==> src/rtl/bcd_counter_nd.sv <==
// Synchronous N-digit BCD counter with enable, up/down, sanitising parallel load,
// wrap or saturate at the boundary, and a combinational terminal count for cascading.
module bcd_counter_nd #(
  parameter int unsigned DIGITS   = 4,
  parameter bit          SATURATE = 1'b0
) (
  input  logic                clk,
  input  logic                reset,
  input  logic                en,
  input  logic                up,
  input  logic                load,
  input  logic [4*DIGITS-1:0] load_val,
  output logic [4*DIGITS-1:0] count,
  output logic                tc,
  output logic                load_err
);

  localparam int unsigned W = 4 * DIGITS;

  logic [W-1:0] count_q, count_d;
  logic         load_err_q, load_err_d;

  logic         all_nine, all_zero, at_bound;
  logic [W-1:0] load_clean;
  logic         load_bad;
  logic [W-1:0] count_step;
  logic         carry;
  logic [3:0]   ld_nib, cnt_nib;

  always_comb begin
    all_nine = 1'b1;
    all_zero = 1'b1;
    for (int i = 0; i < int'(DIGITS); i++) begin
      if (count_q[4*i +: 4] != 4'd9) all_nine = 1'b0;
      if (count_q[4*i +: 4] != 4'd0) all_zero = 1'b0;
    end
    at_bound = up ? all_nine : all_zero;
  end

  // Any nibble above 9 loads as zero and flags the load as erroneous.
  always_comb begin
    load_bad   = 1'b0;
    load_clean = '0;
    ld_nib     = '0;
    for (int i = 0; i < int'(DIGITS); i++) begin
      ld_nib = load_val[4*i +: 4];
      if (ld_nib > 4'd9) begin
        load_bad = 1'b1;
      end else begin
        load_clean[4*i +: 4] = ld_nib;
      end
    end
  end

  // Carry/borrow ripples from digit 0 upward within the cycle.
  always_comb begin
    count_step = count_q;
    carry      = 1'b1;
    cnt_nib    = '0;
    for (int i = 0; i < int'(DIGITS); i++) begin
      cnt_nib = count_q[4*i +: 4];
      if (carry) begin
        if (up) begin
          if (cnt_nib == 4'd9) begin
            count_step[4*i +: 4] = 4'd0;
          end else begin
            count_step[4*i +: 4] = cnt_nib + 4'd1;
            carry                = 1'b0;
          end
        end else begin
          if (cnt_nib == 4'd0) begin
            count_step[4*i +: 4] = 4'd9;
          end else begin
            count_step[4*i +: 4] = cnt_nib - 4'd1;
            carry                = 1'b0;
          end
        end
      end
    end
  end

  always_comb begin
    count_d    = count_q;
    load_err_d = 1'b0;
    if (load) begin
      count_d    = load_clean;
      load_err_d = load_bad;
    end else if (en) begin
      if (!(SATURATE && at_bound)) begin
        count_d = count_step;
      end
    end
  end

  always_ff @(posedge clk) begin
    if (reset) begin
      count_q    <= '0;
      load_err_q <= 1'b0;
    end else begin
      count_q    <= count_d;
      load_err_q <= load_err_d;
    end
  end

  assign count    = count_q;
  assign load_err = load_err_q;
  assign tc       = en & at_bound;

endmodule
==> config.mk <==
export PLATFORM = sky130hd
export DESIGN_NAME = bcd_counter_nd
export DESIGN_NICKNAME = d
export VERILOG_FILES = /design/src/rtl/bcd_counter_nd.sv
export SDC_FILE = /design/constraint.sdc
export NUM_CORES = 1
export LEC_CHECK = 0
export CAP_MARGIN = 20
export CORE_MARGIN = 3
export CORE_UTILIZATION = 49
export CTS_CLUSTER_SIZE = 20
export DETAILED_ROUTE_END_ITERATION = 6
export PLACE_DENSITY_LB_ADDON = 0.12
export SYNTH_ARGS = -nofsm -noshare
export SYNTH_HDL_FRONTEND = slang
export SYNTH_SLANG_ARGS = --single-unit
==> constraint.sdc <==
create_clock -name clk -period 2.2 [get_ports clk]
set_input_delay 0.33 -clock clk [delete_from_list [all_inputs] [get_ports clk]]
set_output_delay 0.33 -clock clk [all_outputs]
set_load 0.05 [all_outputs]
# Word-level counts from Yosys, hierarchy flattened

Index checks and enable logic that the tools add are counted.
W data, S select, Z words.

Flip-flop bits (word level): 17
Bits of input ports: 21
Output and inout bits: 18
Logic and storage cells: 88

Add/sub/neg operators: 8
$lt $le $gt $ge: 4
Equality and inequality tests: 8
Muxes and demuxes: 45
Bitwise gates (word level): 2
Reduce and logical (&&, ||, !) cells: 16

Operators by type and width:

| kind                  | number |
|---|---|
| $mux W4               | 19 |
| $mux W16              | 2 |
| $mux W1               | 24 |
| $add A4 B1 Y4 const B | 4 |
| $eq A4 B4 Y1 const B  | 4 |
| $gt A4 B4 Y1 const B  | 4 |
| $logic_not A4 Y1      | 4 |
| $ne A4 B4 Y1 const B  | 4 |
| $reduce_bool A4 Y1    | 4 |
| $sub A4 B1 Y4 const B | 4 |
| $reduce_bool A2 Y1    | 4 |
| $reduce_and A2 Y1     | 3 |
| $reduce_or A2 Y1      | 1 |
| $and A1 B1 Y1         | 1 |
| $not A1 Y1            | 1 |

# Longest topological paths before layout

Gate-level depths: netlist (run 1).

Depth after elaboration: 8
Mapped depth: 8
Gate-level depth less buffers: 5

# Least setup slack after synthesis (run 1)

OpenSTA, ideal clock, no wires.

Path type: register to output
Start: register count_q[7] (netlist: count[7])
End: output port tc
Arrival time: 2096 ps
Required time: 1870 ps
Path slack: -226 ps
Stages on the path, launching flop included: 6
Buffers on the path: 1
Path through: dfxtp_1 > buf_2 > and3_2 > nand4_1 > o41ai_1 > and3_1

Word-level cells in the longest chain between the ends: 6
Elaborated cells on any way between the ends: 10
Those cells by class: 1 x eq/ne; 7 x mux; 1 x bitwise; 1 x reduce/logical

RTL lines:

| what                                               | line   | RTL |
|---|---|---|
| start, declared                                    | 20     | `logic [W-1:0] count_q, count_d;` |
| start signal, assigned                             | 100    | `count_q <= count_d;` |
| $ne A4 B4 Y1 or $reduce_bool A4 Y1 (tied branches) | 34, 35 |  |
| $mux W1, on equally long branches (3 in series)    | 34, 35 |  |
| $mux W1 (*)                                        | 37     | `at_bound = up ? all_nine : all_zero;` |
| $and A1 B1 Y1 (*)                                  | 107    | `assign tc = en & at_bound;` |
| end, declared                                      | 14     | `output logic tc,` |

Every way passes the cells marked *; elsewhere a longest branch is shown, timed or not.

# Final worst setup path (run 1)

Start: register count_q[14] (netlist: count[14])
End: output port count[14]

RTL lines:

| what          | line | RTL |
|---|---|---|
| end, declared | 13   | `output logic [4*DIGITS-1:0] count,` |

No word-level cell between the ends.

==> results of run 1 <==
-- flip-flops by register name (all words and copies together), names as in the netlist --
| signal | count |
|---|---|
| count | 16 |
| load_err | 1 |
-- placed cells by master (no fill, tap or decap), types with 2 or more instances in the layout --
master                            count
sky130_fd_sc_hd__clkdlybuf4s50_1     34
sky130_fd_sc_hd__a21oi_1             20
sky130_fd_sc_hd__o21ai_0             17
sky130_fd_sc_hd__buf_4               16
sky130_fd_sc_hd__dfxtp_1             15
sky130_fd_sc_hd__nand3_1             12
sky130_fd_sc_hd__nor2_1              10
sky130_fd_sc_hd__nand2_1              9
sky130_fd_sc_hd__xnor2_1              8
sky130_fd_sc_hd__nand4_1              7
sky130_fd_sc_hd__nand2b_1             7
sky130_fd_sc_hd__a211oi_1             7
sky130_fd_sc_hd__inv_1                6
sky130_fd_sc_hd__nor3_1               5
sky130_fd_sc_hd__nor4_1               4
sky130_fd_sc_hd__nor3b_1              4
sky130_fd_sc_hd__a31oi_1              4
sky130_fd_sc_hd__a221oi_1             4
sky130_fd_sc_hd__clkbuf_4             3
sky130_fd_sc_hd__and3_4               2
sky130_fd_sc_hd__o21a_1               2
sky130_fd_sc_hd__or2_2                2
sky130_fd_sc_hd__and3_1               2
sky130_fd_sc_hd__a21o_1               2
sky130_fd_sc_hd__nor4b_1              2
sky130_fd_sc_hd__o41ai_1              2
sky130_fd_sc_hd__o221ai_1             2
sky130_fd_sc_hd__nand3b_1             2
sky130_fd_sc_hd__o22ai_1              2
sky130_fd_sc_hd__a311o_1              2
sky130_fd_sc_hd__and4_1               2
sky130_fd_sc_hd__dfxtp_2              2
sky130_fd_sc_hd__dlymetal6s2s_1       2
-- metal layers --
| layer | GRT usage (%) | up-vias | wire (um) |
|---|---|---|---|
| met5 | 0 | - | 0 |
| met4 | 11.0 | 0 | 157 |
| met2 | 40.6 | 77 | 2120 |
| met3 | 5.41 | 21 | 308 |
| li1 | - | 868 | - |
| met1 | 28.2 | 813 | 1890 |
-- how the worst max path moves through the flow --
stage,startpoint,endpoint,slack [ns],cells past startpoint
2_1_floorplan,count[7],tc,0.07,5
3_3_place_gp,up,count[12],0.05,7
3_5_place_dp,up,count[12],-0.06,7
4_1_cts,up,tc,0.003,7
5_1_grt,count[14],count[14],-0.003,1
6_report,count[14],count[14],0.07,1
-- cell usage after synthesis (3+ instances only) --
cell type                  instances  area share [%]
sky130_fd_sc_hd__nor4_1            5             2.0
sky130_fd_sc_hd__o41ai_1           3             1.7
sky130_fd_sc_hd__and3_1            3             1.2
sky130_fd_sc_hd__inv_1             6             1.4
sky130_fd_sc_hd__xnor2_1           8             4.5
sky130_fd_sc_hd__dfxtp_1          17              22
sky130_fd_sc_hd__a21oi_1          20             6.4
sky130_fd_sc_hd__nand2b_1          7             2.8
sky130_fd_sc_hd__a31oi_1           4             1.6
sky130_fd_sc_hd__nor3b_1           4             1.9
sky130_fd_sc_hd__nand4_1           7             2.8
sky130_fd_sc_hd__nor3_1            5             1.6
sky130_fd_sc_hd__a211oi_1          7             3.4
sky130_fd_sc_hd__nand3_1          12             3.9
sky130_fd_sc_hd__a221oi_1          4             2.3
sky130_fd_sc_hd__buf_2             8             2.6
sky130_fd_sc_hd__buf_4             5             2.4
sky130_fd_sc_hd__o21ai_0          17             5.5
sky130_fd_sc_hd__clkbuf_1          6             1.4
sky130_fd_sc_hd__buf_6             3             2.2
sky130_fd_sc_hd__nor2_1           10             2.4
sky130_fd_sc_hd__nand2_1           9             2.2
-- what timing repair did --
item / 4_1_cts / 5_1_grt
cloned: 0 / 0
gates resized for setup: 1 / 5
pin swaps: 0 / 1
endpoints found under the setup margin: 1 / 2
-- metrics by stage --
stage	setup TNS [ns]	power (mW)	cell area (um^2)	hold WS, ns
finish	0	0.912	2030	0.626
global placement	0	0.713	1970	0.653
CTS	0	0.905	2000	0.631
floorplan	0	0.604	1560	0.468
global route	-0.00550	0.962	2030	0.653
detailed placement	-0.0958	0.723	1970	0.666
-- power groups by stage --
stage	Combinational [mW]	Clock [mW]	Sequential (mW)
2_1_floorplan	0.193	0	0.411
6_report	0.353	0.185	0.374
3_3_place_gp	0.338	0	0.375
5_1_grt	0.383	0.201	0.378
4_1_cts	0.349	0.186	0.371
3_5_place_dp	0.346	0	0.377
-- cell families after synthesis --
family                 synth area share [%]
XOR/XNOR                               5.06
AND/OR/NAND/NOR                        30.8
buffers and inverters                  10.6
flip-flops                             21.9
AO/OA/AOI/OAI                          31.7
-- area by class of cell --
type / instances / area, um^2 / share of cell area (%)
clock buffers: 4 / 26.3 / 1.30
inverters: 6 / 22.5 / 1.11
multi-input cells: 164 / 1080 / 53.2
flip-flops and latches: 17 / 343 / 16.9
well taps: 42 / 52.6 / 2.59
repair buffers: 53 / 505 / 24.9
==> impl_metrics.ini, run 1 <==
[status]
result_of_the_run = completed

[sta]
max_slew.worst_pin.slew_ns = 0.532
fin_worst_skew_ns = 0.00409
report.final.setup_viol = 0
final_setup_margin_ns = 0.0705
slew_viol_final = 0
slew_headroom_pct = 64.4
final_min_period_over_clock_period_pct = 96.8
final_hold_viol_count = 0
fmax_ghz = 0.470
period_minus_slack_ns = 2.13

[routing]
violation_count_after_the_first_detailed_routing_iteration = 134
antenna_violating_nets_post_route = 0
firstDrtPassIters = 4
vias_per_cell = 6.22
drt-total-wl_um = 4480
wl_per_cell_um = 15.7
vias_post_dr = 1779
drc = 0

[logic_synthesis]
post_synth.cell_area_avg_um2 = 7.41
synth_warnings = 0
post_synth_edffs = 0
postSynthNetCount = 231
synth_sequential_area_ratio_pct = 21.9
synth_cells = 210
synth.cell_area_um2 = 1560
asyncSetResetFlopFracSynth_pct = 0
ys_ff_latch = 17
synth_ff_type = sky130_fd_sc_hd__dfxtp_1
yosysUniqueCellTypes = 53

[setup_path]
worst_path_max_delay_cell = sky130_fd_sc_hd__clkdlybuf4s50_1
cp_cell_instances = clkdlybuf4s50_1
critPathTopFamily = buffers and inverters
timing.reg2reg.worst_path_depth = 5
r2r-end = count[14]
regToRegStartpoint = count[0]
timing.critical_path.required_ns = 1.87
critical_path.max_stage_delay_ns = 0.89
cp_max_fo = 10
cp_num_buf_inv = 1
crit_arrival_ns = 1.80
worstSetupPathType = reg2out
critical_path.endpoint_type = output port
regToRegSetupSlack_ns = 0.27
timing.critical_path.from_type = flip-flop

[pwr]
switching_share_pct = 39.2
power.density_nw_per_um2 = 450
pwr-share-comb_pct = 38.7
static-leakage-power_nw = 0.703
worst_ir_drop_vdd_uv = 322
seqPwrFrac_pct = 41.0
clock_power_share_pct = 20.3
p_int_mw = 0.554
net-switching-power_mw = 0.357

[placed_design]
estimated_wirelength_of_the_detail_placed_design_um = 3250
buffer_ports.inserted = 38
final_weighted_congestion_of_routability_driven_global_placement = 0.885
pre_cts_ws_ns = -0.0582
placed_cells_incl_taps = 282

[clock_tree]
clkLatencyLatePin_ns = 0.31
cts_inserted_buffers = 3
tritoncts = done
post_cts.repair.setup_buffers = 0
post_cts_hold_buffer_count = 0
cts_htree_levels = 1
numClockSinks = 17
cts-root-buf = sky130_fd_sc_hd__clkbuf_4
worst_setup_hold_path_clk_slew_ns = 0.11
max-clock-path-buffers = 2

[final_layout]
postLayoutCoreUtil_pct = 69.9
final_nets = 266
layoutNonFillerInstCount = 286
synth_to_final_area_change_pct = 30.3
final_layout_size_suffix_gt1_share_pct = 14.3
diodes = 0
fillCellCount = 258

[worst_hold_path]
whs_endpoint = count[4]
hold_path.class = in2reg
holdPathStages = 3
worstHoldStart = load_val[4]

[die]
ios = 39
fp.dieH_um = 62.4
core_um2 = 2900
placementRows = 19
floorplan.initialDensity_pct = 53.7
die_w_um = 62.4
floorplan.die_area_um2 = 3890

[global_route]
grt_max_degree = 17
wire_length_of_the_first_global_routing_pass_um = 7770
first_global_vias = 1741
antenna_found_initial = 0
global_route_total_usage_across_every_layer_pct = 23.8
grt_overflow_total = 0

[job]
cap_viol_max_count = 0
(Power assumes the default switching activity.)
==> inputs of run 2 (changes only) <==
--- a/config.mk
+++ b/config.mk
@@ -10,6 +10,7 @@
 export CORE_UTILIZATION = 49
 export CTS_CLUSTER_SIZE = 20
 export DETAILED_ROUTE_END_ITERATION = 6
+export MAX_ROUTING_LAYER = met4
 export PLACE_DENSITY_LB_ADDON = 0.12
 export SYNTH_ARGS = -nofsm -noshare
 export SYNTH_HDL_FRONTEND = slang
==> run 2 against run 1 <==
Die area stayed put. Wire length down 0.20%. Highest routed layer unchanged. Sequential cell count stayed put. Combinational power barely moved. Critical path depth did not move. First-iteration DRC count fell by 6.0%. Hold slack is essentially flat. Largest cell class unchanged. Core utilization is the same. Final cell count stayed put. Critical endpoint unchanged. Register-to-register slack gained 0.02 ns. Design area is the same.
==> impl_metrics.ini, run 2 (synthesis results as in run 1) <==
[status]
result_of_the_run = completed

[die]
floorplan.die_area_um2 = 3890
fp.dieH_um = 62.4
placementRows = 19
core_um2 = 2900
ios = 39
floorplan.initialDensity_pct = 53.7
die_w_um = 62.4

[final_layout]
layout.cells.most_common = sky130_fd_sc_hd__clkdlybuf4s50_1
postLayoutCoreUtil_pct = 69.9
layout_common_cells = sky130_fd_sc_hd__clkdlybuf4s50_1, sky130_fd_sc_hd__a21oi_1, sky130_fd_sc_hd__o21ai_0
final_layout_size_suffix_gt1_share_pct = 14.3
diodes = 0
synth_to_final_area_change_pct = 30.3
largest_register_ffs = 16
final_nets = 266
fillCellCount = 258

[sta]
final_hold_viol_count = 0
slew_viol_final = 0
finalHoldWorstSlack_ns = 0.626
fin_worst_skew_ns = 0.00393
max_slew.worst_pin.slew_ns = 0.526
fmax_ghz = 0.471
finalSetupTns_ns = 0
final_min_period_over_clock_period_pct = 96.5
final_setup_margin_ns = 0.0770
period_minus_slack_ns = 2.12
slew_headroom_pct = 64.8
report.final.setup_viol = 0

[setup_path]
timing.reg2reg.worst_path_depth = 5
timing.critical_path.from_type = flip-flop
cp_num_cells = 1
r2r-end = count[14]
cp_cell_instances = clkdlybuf4s50_1
critical_path.endpoint_type = output port
cp_max_fo = 10
worstSetupPathType = reg2out
critPathTopFamily = buffers and inverters
worst_path_max_delay_cell = sky130_fd_sc_hd__clkdlybuf4s50_1
cp_num_buf_inv = 1
crit_arrival_ns = 1.79
critPathLaunch = count[14]
regToRegStartpoint = count[0]
worst_setup_path_endpoint = count[14]
regToRegSetupSlack_ns = 0.29
timing.critical_path.required_ns = 1.87
critical_path.max_stage_delay_ns = 0.89

[routing]
drt-total-wl_um = 4470
vias_post_dr = 1783
firstDrtPassIters = 5
antenna_violating_nets_post_route = 0
drc = 0
vias_per_cell = 6.23
wl_per_cell_um = 15.6
violation_count_after_the_first_detailed_routing_iteration = 126

[clock_tree]
cts_htree_levels = 1
post_cts_hold_buffer_count = 0
tritoncts = done
cts_inserted_buffers = 3
clkLatencyLatePin_ns = 0.31
numClockSinks = 17
worst_setup_hold_path_clk_slew_ns = 0.11
cts-root-buf = sky130_fd_sc_hd__clkbuf_4
max-clock-path-buffers = 2

[global_route]
antenna_found_initial = 0
grtUsageMet2_pct = 40.6
met1_usage_pct = 28.2
first_global_vias = 1741
global_route.usage.met3_pct = 5.41
grt_overflow_total = 0
wire_length_of_the_first_global_routing_pass_um = 7770
global_route_total_usage_across_every_layer_pct = 24.4
grt_max_degree = 17
globalRoute.busiestLayer = met2

[placed_design]
pre_cts_ws_ns = -0.0582
final_weighted_congestion_of_routability_driven_global_placement = 0.900
estimated_wirelength_of_the_detail_placed_design_um = 3250
buffer_ports.inserted = 38

[pwr]
power.density_nw_per_um2 = 450
worst_ir_drop_vdd_uv = 323
static-leakage-power_nw = 0.703

[worst_hold_path]
hold_path.class = in2reg

[job]
cap_viol_max_count = 0
run 2: power breakdown:
part | total [mW] | leakage, nW | internal, mW | switching [mW]
combinational | 0.353 | 0.548 | 0.157 | 0.196
clock | 0.186 | 0.0150 | 0.0709 | 0.115
sequential | 0.373 | 0.140 | 0.326 | 0.0469
total | 0.912 | 0.703 | 0.554 | 0.358
run 2: through the flow:
| stage | power [mW] | instance area, um^2 | cells |
|---|---|---|---|
| floorplan | 0.604 | 1560 | 210 |
| global placement | 0.713 | 1970 | 282 |
| detailed placement | 0.723 | 1970 | 282 |
| CTS | 0.905 | 2000 | 286 |
| global route | 0.962 | 2030 | 286 |
| finish | 0.912 | 2030 | 286 |
run 2: worst min-delay path by stage:
stage / from / to / depth (start not counted)
after CTS: load_val[4] / count[4] / 3
after floorplan: load_val[7] / count[7] / 2
after global placement: count[6] / count[6] / 1
after global routing: load_val[4] / count[4] / 3
after detailed placement: count[8] / count[8] / 2
final: load_val[4] / count[4] / 3
run 2: repair_timing:
action | in CTS | in global routing
buffers inserted | 0 | 0
gates resized for setup | 1 | 5
setup endpoints to repair | 1 | 2
pin swaps | 0 | 1
run 2: layout make-up:
| cell class | instances | area, um^2 | area share [%] |
|---|---|---|---|
| multi-input combinational | 164 | 1080 | 53.2 |
| tap | 42 | 52.6 | 2.59 |
| clock buffer | 4 | 26.3 | 1.30 |
| timing repair buffer | 53 | 505 | 24.9 |
| inverter | 6 | 22.5 | 1.11 |
| sequential | 17 | 343 | 16.9 |
run 2: routing by layer:
metal / up-vias / wire [um]
li1: 866 / -
met5: - / 0
met3: 20 / 339
met4: 0 / 160
met1: 814 / 1830
met2: 83 / 2140
==> inputs of run 3 (changes only) <==
--- a/config.mk
+++ b/config.mk
@@ -5,6 +5,7 @@
 export SDC_FILE = /design/constraint.sdc
 export NUM_CORES = 1
 export LEC_CHECK = 0
+export ABC_AREA = 1
 export CAP_MARGIN = 20
 export CORE_MARGIN = 3
 export CORE_UTILIZATION = 49
==> run 3 against run 2 <==
Hold slack got worse by 0.082 ns. Worst setup slack improved by 0.11 ns. Wire length fell by 12%. Critical path depth rose by 6. Register-to-register slack improved by 0.45 ns. Clock skew rose by 0.0026 ns. Clock power fell by 4%. Sequential cell count did not move. Fmax rose by 5.5%. Sequential power rose by 2%. Core utilization fell by 0.29 points. Critical path type unchanged. Critical endpoint is now tc. Largest power group is now combinational cells.
==> impl_metrics.ini, run 3 <==
[pwr]
static-leakage-power_nw = 0.928
worst_ir_drop_vdd_uv = 315
power.density_nw_per_um2 = 529

[logic_synthesis]
synth.cell_area_um2 = 1530
post_synth_edffs = 0
synth_ff_type = sky130_fd_sc_hd__dfxtp_1
synth_top_area_cell = sky130_fd_sc_hd__dfxtp_1
cell_types_occupying_the_most_area_after_synthesis = sky130_fd_sc_hd__dfxtp_1, sky130_fd_sc_hd__nand2_1, sky130_fd_sc_hd__nor2_1
postSynthNetCount = 299
ys_ff_latch = 17
synth_warnings = 0
asyncSetResetFlopFracSynth_pct = 0
synth_sequential_area_ratio_pct = 22.2
synth_cells = 278
post_synth.cell_area_avg_um2 = 5.51
netlist.area_leader.share_pct = 22.2
leading_cell_type_by_number_of_instances_after_synthesis = sky130_fd_sc_hd__nand2_1
ranking_of_synthesized_cells_by_instance_count = sky130_fd_sc_hd__nand2_1, sky130_fd_sc_hd__nor2_1, sky130_fd_sc_hd__nand3_1
yosysUniqueCellTypes = 25

[sta]
finalSetupTns_ns = 0
finalHoldWorstSlack_ns = 0.545
slew_viol_final = 0
max_slew.worst_pin.slew_ns = 0.498
fmax_ghz = 0.497
slew_headroom_pct = 66.7
report.final.setup_viol = 0
final_min_period_over_clock_period_pct = 91.4
fin_worst_skew_ns = 0.00654
rsz0062_at_grt = false
period_minus_slack_ns = 2.01
final_hold_viol_count = 0

[setup_path]
critical_path.endpoint_type = output port
timing.critical_path.from_type = flip-flop
crit_arrival_ns = 1.68
timing.critical_path.required_ns = 1.87
regToRegStartpoint = count[3]
cp_max_fo = 7
worstSetupPathType = reg2out
timing.reg2reg.worst_path_depth = 10
critical_path.max_stage_delay_ns = 0.46
regToRegSetupSlack_ns = 0.74
cp_cell_instances = inv_1, nor2_1, nand2_1, nor3_1, nand4_1, a21oi_2, buf_12
worst_path_max_delay_cell = sky130_fd_sc_hd__dfxtp_1
r2r-end = count[11]

[final_layout]
largest_register_ffs = 16
diodes = 0
synth_to_final_area_change_pct = 30.8
final_nets = 339
fillCellCount = 272
layout.cells.most_common = sky130_fd_sc_hd__nand2_1
final_layout_size_suffix_gt1_share_pct = 9.15
layout_common_cells = sky130_fd_sc_hd__nand2_1, sky130_fd_sc_hd__nor2_1, sky130_fd_sc_hd__clkdlybuf4s50_1

[global_route]
grt_max_degree = 23
antenna_found_initial = 0
wire_length_of_the_first_global_routing_pass_um = 6850
grt_overflow_total = 0
global_route_total_usage_across_every_layer_pct = 24.2
first_global_vias = 1633

[job]
cap_viol_max_count = 0

[routing]
vias_post_dr = 1880
antenna_violating_nets_post_route = 0
drt-total-wl_um = 3950
drc = 0
wl_per_cell_um = 11.0
vias_per_cell = 5.24
firstDrtPassIters = 6
violation_count_after_the_first_detailed_routing_iteration = 183

[die]
ios = 39
floorplan.die_area_um2 = 3830
fp.dieH_um = 61.9
floorplan.initialDensity_pct = 53.2
placementRows = 19
die_w_um = 61.9
core_um2 = 2880

[clock_tree]
worst_setup_hold_path_clk_slew_ns = 0.11
max-clock-path-buffers = 2
post_cts.repair.setup_buffers = 0
clkLatencyLatePin_ns = 0.30
cts_inserted_buffers = 3
cts-root-buf = sky130_fd_sc_hd__clkbuf_4
cts_htree_levels = 1
numClockSinks = 17
tritoncts = done

[worst_hold_path]
whs_endpoint = count[7]
hold_path.class = reg2reg
worstHoldStart = count[7]
holdPathStages = 2

[status]
result_of_the_run = completed

[placed_design]
final_weighted_congestion_of_routability_driven_global_placement = 0.954
buffer_ports.inserted = 38
estimated_wirelength_of_the_detail_placed_design_um = 3010
==> run 3: cells by family (layout without fill, tap and decap cells) <==
family	Yosys count	after routing	share of synthesized area (%)
AND/OR/NAND/NOR	174	174	50.6
AO/OA/AOI/OAI	49	49	17.5
buffers and inverters	38	77	9.72
flip-flops	17	17	22.2
==> run 3: timing repair <==
action	4_1_cts	5_1_grt
gates resized for setup	0	1
setup endpoints to repair	0	1
hold buffers	0	0
==> run 3: routing by layer <==
metal	vias to the layer above	GRT usage, %	wire (um)
met2	67	38.7	1830
met1	815	30.8	1850
li1	991	-	-
met5	-	-	0
met4	0	9.39	40
met3	7	3.10	221
==> run 3: per-stage QoR <==
stage               area [um^2]  power (mW)  worst slack (ns)  util, %  std cells
floorplan                  1540       0.732             0.120        -        278
global placement           1980       0.883             0.331     68.7        355
detailed placement         1980       0.885             0.314     68.7        355
CTS                        2000        1.06             0.160     69.6        359
global route               2000        1.14           0.00557     69.6        359
finish                     2000        1.06             0.188     69.6        359
==> run 3: report_power, final <==
group          switching, mW  leakage, nW  total (mW)  internal, mW
Clock                  0.107       0.0150       0.178        0.0706
Combinational          0.314        0.772       0.499         0.185
Sequential            0.0454        0.141       0.382         0.337
==> run 3: worst max-delay path, delay by kind of cell, from the launching register on <==
kind	cells	cell delay, ns
buffers and inverters	2	0.24
DFF	1	0.46
AOI/OAI and AO/OA	1	0.21
and+or+nand+nor	4	0.46
==> run 3: worst max path at each step <==
stage | from | end | slack (ns)
floorplan | count[7] | tc | 0.12
global placement | up | tc | 0.33
detailed placement | up | tc | 0.31
CTS | count[7] | tc | 0.16
global route | count[3] | tc | 0.006
finish | count[3] | tc | 0.19
==> run 3: final cells by class <==
type                       count  area, um^2  area share, %
clock buffer                   4        26.3           1.31
inverter                      31         116           5.81
timing repair buffer          42         420           21.0
sequential                    17         342           17.1
tap                           42        52.6           2.62
multi-input combinational    223        1050           52.2
